File: src/rtl/metric_sequencer_pkg.sv
// Shared widths, FSM encoding and output-register bundle for the ACS
// metric sequencer.
package metric_sequencer_pkg;

  localparam int unsigned N_ITER         = 64;
  localparam int unsigned WD_FSM         = 6;
  localparam int unsigned WD_RAM_ADDRESS = 11;
  localparam int unsigned WD_SYMCNT      = 6;

  typedef enum logic [1:0] {
    S_IDLE = 2'd0,
    S_RUN  = 2'd1,
    S_DONE = 2'd2
  } state_e;

  // Every registered output of the sequencer, held in one register bank
  typedef struct packed {
    logic                      ready;
    logic                      active;
    logic [WD_FSM-1:0]         wr_addr;
    logic [WD_FSM-2:0]         rd_addr;
    logic                      bank;
    logic                      surv_en_n;
    logic                      surv_rw;
    logic [WD_RAM_ADDRESS-1:0] surv_addr;
    logic                      done;
    logic [WD_SYMCNT-1:0]      sym_cnt;
  } seq_out_t;

  localparam seq_out_t SEQ_OUT_RST = '{
    ready:     1'b1,
    active:    1'b0,
    wr_addr:   '0,
    rd_addr:   '0,
    bank:      1'b0,
    surv_en_n: 1'b1,
    surv_rw:   1'b1,
    surv_addr: '0,
    done:      1'b0,
    sym_cnt:   '0
  };

endpackage

File: src/rtl/metric_sequencer_if.sv
// Symbol handshake plus metric-memory and survivor-RAM control bundle.
interface metric_sequencer_if;
  import metric_sequencer_pkg::*;

  logic                      FrameStart;
  logic                      SymbolValid;
  logic                      SymbolReady;
  logic                      Active;
  logic [WD_FSM-1:0]         MMWriteAddress;
  logic [WD_FSM-2:0]         MMReadAddress;
  logic                      MMBlockSelect;
  logic                      SurvEnable_n;
  logic                      SurvRWSelect;
  logic [WD_RAM_ADDRESS-1:0] SurvAddress;
  logic                      SymbolDone;
  logic [WD_SYMCNT-1:0]      SymbolCount;

  modport master (
    input  FrameStart, SymbolValid,
    output SymbolReady, Active, MMWriteAddress, MMReadAddress, MMBlockSelect,
           SurvEnable_n, SurvRWSelect, SurvAddress, SymbolDone, SymbolCount
  );

  modport slave (
    output FrameStart, SymbolValid,
    input  SymbolReady, Active, MMWriteAddress, MMReadAddress, MMBlockSelect,
           SurvEnable_n, SurvRWSelect, SurvAddress, SymbolDone, SymbolCount
  );

endinterface

File: src/rtl/metric_sequencer_mm_iter_counter.sv
// ACS iteration counter: synchronous clear/enable, registered flag at the
// last iteration.
module mm_iter_counter
  import metric_sequencer_pkg::*;
(
  input  logic              clk_i,
  input  logic              rst_i,
  input  logic              clr_i,
  input  logic              en_i,
  output logic [WD_FSM-1:0] count_o,
  output logic              tc_o
);

  logic [WD_FSM-1:0] count_q, count_d;
  logic              tc_q, tc_d;

  always_comb begin
    count_d = count_q;
    if (clr_i)     count_d = '0;
    else if (en_i) count_d = count_q + 1'b1;
    // Flag is computed from the next value so it lines up with count_q
    tc_d = (count_d == WD_FSM'(N_ITER - 1));
  end

  always_ff @(posedge clk_i) begin
    if (rst_i) begin
      count_q <= '0;
      tc_q    <= 1'b0;
    end else begin
      count_q <= count_d;
      tc_q    <= tc_d;
    end
  end

  assign count_o = count_q;
  assign tc_o    = tc_q;

endmodule

File: src/rtl/metric_sequencer.sv
// Viterbi ACS sequencer: one symbol per handshake, 64 iterations of metric
// memory and survivor RAM addressing, then a one-cycle done/bank swap.
module metric_sequencer
  import metric_sequencer_pkg::*;
(
  input  logic               Clock1,
  input  logic               Reset,
  metric_sequencer_if.master bus
);

  state_e            state_q, state_d;
  seq_out_t          out_q, out_d;
  logic [WD_FSM-1:0] iter_q;
  logic              iter_tc;
  logic [WD_FSM-1:0] iter_nxt;
  logic              accept;

  mm_iter_counter u_iter (
    .clk_i   (Clock1),
    .rst_i   (Reset),
    .clr_i   (accept),
    .en_i    (state_q == S_RUN),
    .count_o (iter_q),
    .tc_o    (iter_tc)
  );

  always_ff @(posedge Clock1) begin
    if (Reset) begin
      state_q <= S_IDLE;
      out_q   <= SEQ_OUT_RST;
    end else begin
      state_q <= state_d;
      out_q   <= out_d;
    end
  end

  always_comb begin
    state_d          = state_q;
    out_d            = out_q;
    out_d.ready      = 1'b0;
    out_d.active     = 1'b0;
    out_d.surv_en_n  = 1'b1;
    out_d.surv_rw    = 1'b1;
    out_d.done       = 1'b0;
    accept           = 1'b0;
    iter_nxt         = iter_q + 1'b1;

    unique case (state_q)
      S_IDLE: begin
        if (bus.FrameStart) begin
          out_d.sym_cnt = '0;
          out_d.bank    = 1'b0;
        end
        if (bus.SymbolValid) begin
          accept   = 1'b1;
          iter_nxt = '0;
          state_d  = S_RUN;
        end
      end
      S_RUN: begin
        if (iter_tc) begin
          state_d       = S_DONE;
          out_d.sym_cnt = out_q.sym_cnt + 1'b1;
          out_d.bank    = ~out_q.bank;
        end
      end
      S_DONE:  state_d = S_IDLE;
      default: state_d = S_IDLE;
    endcase

    // Outputs describe the state being entered so they are registered
    unique case (state_d)
      S_IDLE: out_d.ready = 1'b1;
      S_RUN: begin
        out_d.active    = 1'b1;
        out_d.wr_addr   = iter_nxt;
        out_d.rd_addr   = iter_nxt[WD_FSM-2:0];
        out_d.surv_rw   = 1'b0;
        out_d.surv_en_n = ~iter_nxt[0];
        out_d.surv_addr = {out_d.sym_cnt, iter_nxt[WD_FSM-1:1]};
      end
      S_DONE:  out_d.done = 1'b1;
      default: out_d.ready = 1'b0;
    endcase
  end

  assign bus.SymbolReady    = out_q.ready;
  assign bus.Active         = out_q.active;
  assign bus.MMWriteAddress = out_q.wr_addr;
  assign bus.MMReadAddress  = out_q.rd_addr;
  assign bus.MMBlockSelect  = out_q.bank;
  assign bus.SurvEnable_n   = out_q.surv_en_n;
  assign bus.SurvRWSelect   = out_q.surv_rw;
  assign bus.SurvAddress    = out_q.surv_addr;
  assign bus.SymbolDone     = out_q.done;
  assign bus.SymbolCount    = out_q.sym_cnt;

endmodule
File: src/flat_wrapper.sv
// flat-port wrapper written by rule: the top's interface ports become plain ports
module metric_sequencer_flat import metric_sequencer_pkg::*;
  (Clock1, Reset, bus_FrameStart, bus_SymbolValid, bus_SymbolReady, bus_Active, bus_MMWriteAddress, bus_MMReadAddress, bus_MMBlockSelect, bus_SurvEnable_n, bus_SurvRWSelect, bus_SurvAddress, bus_SymbolDone, bus_SymbolCount);
  metric_sequencer_if bus_i ();
  input  logic Clock1;
  input  logic Reset;
  input wire logic [$bits(bus_i.FrameStart)-1:0] bus_FrameStart;
  input wire logic [$bits(bus_i.SymbolValid)-1:0] bus_SymbolValid;
  output wire logic [$bits(bus_i.SymbolReady)-1:0] bus_SymbolReady;
  output wire logic [$bits(bus_i.Active)-1:0] bus_Active;
  output wire logic [$bits(bus_i.MMWriteAddress)-1:0] bus_MMWriteAddress;
  output wire logic [$bits(bus_i.MMReadAddress)-1:0] bus_MMReadAddress;
  output wire logic [$bits(bus_i.MMBlockSelect)-1:0] bus_MMBlockSelect;
  output wire logic [$bits(bus_i.SurvEnable_n)-1:0] bus_SurvEnable_n;
  output wire logic [$bits(bus_i.SurvRWSelect)-1:0] bus_SurvRWSelect;
  output wire logic [$bits(bus_i.SurvAddress)-1:0] bus_SurvAddress;
  output wire logic [$bits(bus_i.SymbolDone)-1:0] bus_SymbolDone;
  output wire logic [$bits(bus_i.SymbolCount)-1:0] bus_SymbolCount;
  assign bus_i.FrameStart = bus_FrameStart;
  assign bus_i.SymbolValid = bus_SymbolValid;
  assign bus_SymbolReady = bus_i.SymbolReady;
  assign bus_Active = bus_i.Active;
  assign bus_MMWriteAddress = bus_i.MMWriteAddress;
  assign bus_MMReadAddress = bus_i.MMReadAddress;
  assign bus_MMBlockSelect = bus_i.MMBlockSelect;
  assign bus_SurvEnable_n = bus_i.SurvEnable_n;
  assign bus_SurvRWSelect = bus_i.SurvRWSelect;
  assign bus_SurvAddress = bus_i.SurvAddress;
  assign bus_SymbolDone = bus_i.SymbolDone;
  assign bus_SymbolCount = bus_i.SymbolCount;
  metric_sequencer u_core (.Clock1(Clock1), .Reset(Reset), .bus(bus_i));
endmodule
File: config.mk
export PLATFORM = sky130hd
export DESIGN_NAME = metric_sequencer_flat
export DESIGN_NICKNAME = d
export VERILOG_FILES = /design/src/rtl/metric_sequencer_pkg.sv /design/src/rtl/metric_sequencer_if.sv /design/src/rtl/metric_sequencer_mm_iter_counter.sv /design/src/rtl/metric_sequencer.sv /design/src/flat_wrapper.sv
export SDC_FILE = /design/constraint.sdc
export NUM_CORES = 1
export LEC_CHECK = 0
export CAP_MARGIN = 20
export CORE_ASPECT_RATIO = 0.5
export CORE_MARGIN = 2
export CORE_UTILIZATION = 40
export DETAILED_ROUTE_END_ITERATION = 8
export DONT_BUFFER_PORTS = 1
export PLACE_DENSITY = 0.62
export SLEW_MARGIN = 5
export SYNTH_ARGS = -nofsm -noshare
export SYNTH_HDL_FRONTEND = slang
export SYNTH_SLANG_ARGS = --single-unit
File: constraint.sdc
create_clock -name Clock1 -period 1.5 [get_ports Clock1]
set_clock_uncertainty 0.1 [all_clocks]
set_input_delay 0.3 -clock Clock1 [delete_from_list [all_inputs] [get_ports Clock1]]
set_output_delay 0.3 -clock Clock1 [all_outputs]
set_load 0.02 [all_outputs]
==> results.tsv <==
stage	metric	value	unit
run_status	status	finished, final reports clean	
timing	setup_viol	0	
setup_path	slowest_stage	dfxtp_2	
place	port_buffers	0	
timing	slew_headroom	71.4	%
power_and_ir_drop	p_per_area	1090	nW/um^2
synthesis	yosysMostFrequentCell	dfxtp_1	
global_routing	grt_util_met2	21.8	%
synthesis	synth_top_family_by_area	simple AND/OR/NAND/NOR gates	
clocking	clk_latency	280	ps
clocking	cts_tree	done	
synthesis	synth_adder_area_share	1.75	%
global_routing	grt-ovfl-total	0	
synthesis	ys_warn_count	0	
place	dp_hpwl	2.03	mm
timing	hold_viol_final	0	
synthesis	synth_cells	142	
floorplan	fp.coreArea	3430	um^2
place	place.gp.congestion	0.770	
layout	final_cells	210	
synthesis	synthTopCellsByArea	dfxtp_1, a22o_1, buf_4	
global_routing	grt_pass1_vias	937	
routing	postRouteAntennaNets	0	
global_routing	use_met3	7.89	%
clocking	root_buffer	clkbuf_8	
synthesis	synthSimpleGateAreaFrac	20.1	%
power_and_ir_drop	ir_worst_vdd	0.408	mV
power_and_ir_drop	leakage	0.714	nW
synthesis	yosys-top-cells-count	dfxtp_1, nor2_1, buf_4	
setup_path	worst_setup_path_start_kind	flip-flop	
global_routing	busiest_layer	met2	
setup_path	crit_chain	ha_4, nand3_2, or3_1, a21oi_2, nor4b_4	
floorplan	die_y	46.2	um
layout	num-fill-cells	329	
timing	fin_crit_sh	95.5	%
synthesis	synth-edff-count	0	
setup_path	crit_type	reg2reg	
setup_path	critPathRequiredTime	1600	ps
synthesis	ys_seq_area_share	46.3	%
clocking	numClockSinks	33	
routing	wl_per_cell	13.5	um
min_path	hold_class	in2reg	
floorplan	ios	38	
synthesis	synth_compound_area_share	14.3	%
setup_path	worstPathArrival	1530	ps
setup_path	critPathMaxStageDelay	350	ps
global_routing	grt_max_degree	13	
synthesis	avgSynthCellArea	10.1	um^2
floorplan	die_w	88.5	um
clocking	clockBufferDepth	2	
synthesis	ys_async_sr_fraction	0	%
job	drv_cap	0	
synthesis	synth_top_area_share	46.3	%
synthesis	synthMuxAreaShare	2.10	%
floorplan	die-area	4090	um^2
synthesis	syn_area	1430	um^2
routing	drc	0	
routing	drt_iter0_markers	25	
power_and_ir_drop	report.power.total	1.91	mW
routing	route.vias.total	1016	
routing	drt-vias-per-instance	4.84	
global_routing	grt_pass1_wl	4.46	mm
floorplan	row_count	15	
clocking	cts_made_buffers	5	
clocking	htreeDepth	2	
synthesis	synth_xor_area_share	6.75	%
layout	fin_nets	164	
timing	rsz0062_at_grt	true	
timing	min_period	1430	ps
timing	timing.hold.ws	127	ps
routing	drt-pass1-iter-count	4	
synthesis	yosysUniqueCellTypes	37	
synthesis	yosys.area.top_type	dfxtp_1	
layout	syn_to_final_growth	23.3	%
setup_path	path_max_fanout	3	
layout	antenna_cells	0	
synthesis	synth_seq_cells	33	
timing	slew_violations	0	
clocking	cts.clk_slew.worst_paths	70	ps
routing	wl	2.83	mm
place	dpl.cell_count	201	
global_routing	antenna_found_initial	0	
setup_path	endpoint_kind	flip-flop	
timing	worst_slew_pin_slew	428	ps
timing	max_freq	698	MHz
layout	drive_gt1_share	33.3	%
global_routing	use_met1	19.7	%
synthesis	synth_nets	148	
synthesis	ys.flop_type	dfxtp_1	
floorplan	start_util	41.6	%
global_routing	track_usage	15.0	%
## logic make-up after synthesis
kind of cell / count (synthesis)
muxes: 3
and+or+nand+nor: 50
DFF: 33
xor gates and xnor gates: 11
AOI/OAI and AO/OA: 25
buffers and inverters: 18
adders and majority gates: 2
## layout by cell type, fill, tap and decap left out, types with 2 or more instances in the layout
cell type  count
dfxtp_1       26
buf_4         23
nor2_1        16
a22o_1         9
nand2_1        7
xnor2_1        7
dfxtp_2        7
clkbuf_8       6
nand2b_1       4
o2bb2ai_1      4
xor2_1         3
nor2b_1        3
mux2i_1        3
nor3b_1        3
nor3_2         2
o21bai_1       2
nand3_2        2
and3_1         2
## cell type report
cell class	count	area (um^2)	area share (%)
clock inverter	1	30.0	1.71
inverter	2	7.51	0.426
tap	51	63.8	3.62
multi-input combinational	91	701	39.8
timing repair buffer	25	203	11.5
sequential	33	669	38.0
clock buffer	7	86.3	4.90
## routing by layer
metal	vias up	wire, um
met5	-	0
met4	0	12
met3	2	196
met2	19	1210
met1	481	1410
li1	514	-
## critical path, delay by kind of cell, from the launching register on
kind | cells | cell delay, ps
DFF | 1 | 350
and+or+nand+nor | 3 | 600
AOI/OAI and AO/OA | 1 | 140
adders and majority gates | 1 | 160
## where the power goes
part | total, mW | switching (mW) | internal (mW) | leakage, nW
combinational | 0.132 | 0.0738 | 0.0586 | 0.385
clock | 0.864 | 0.322 | 0.542 | 0.0585
sequential | 0.918 | 0.0256 | 0.892 | 0.271
## sequential cells by signal, indices dropped and copies added (netlist names), 2 cells and up
register,count
u_core.bus.SurvAddress,11
u_core.state_q,2
u_core.bus.SymbolCount,6
u_core.u_iter.count_o,6
## per-stage QoR
| stage | area (um^2) | setup WS [ps] | util (%) | TNS (ps) |
|---|---|---|---|---|
| 6_report | 1760 | 67.3 | 51.3 | 0 |
| 5_1_grt | 1760 | -7.63 | 51.3 | -7.63 |
| 2_1_floorplan | 1430 | -11.3 | - | -11.3 |
| 3_5_place_dp | 1570 | -25.6 | 45.8 | -25.6 |
| 4_1_cts | 1710 | 4.46 | 49.8 | 0 |
| 3_3_place_gp | 1570 | 57.0 | 45.8 | 0 |
## worst paths after layout
path                                           startpoint                        end  slack [ps]  depth (start not counted)
worst min-delay path                                Reset          u_core.state_q[0]         130                          2
worst max register to register   u_core.u_iter.count_o[0]         u_core.u_iter.tc_o          70                          5
worst max-delay path             u_core.u_iter.count_o[0]         u_core.u_iter.tc_o          70                          5
worst min register to register  u_core.bus.SurvAddress[3]  u_core.bus.SurvAddress[3]         380                          1
## timing repair
action	in CTS	in global routing
resized for setup	2	15
hold buffers	1	0
setup buffers	0	0
pin swaps	1	3
hold endpoints to repair	7	0
setup endpoints to repair	1	9
Note: power is estimated with default switching activity, not from simulation.
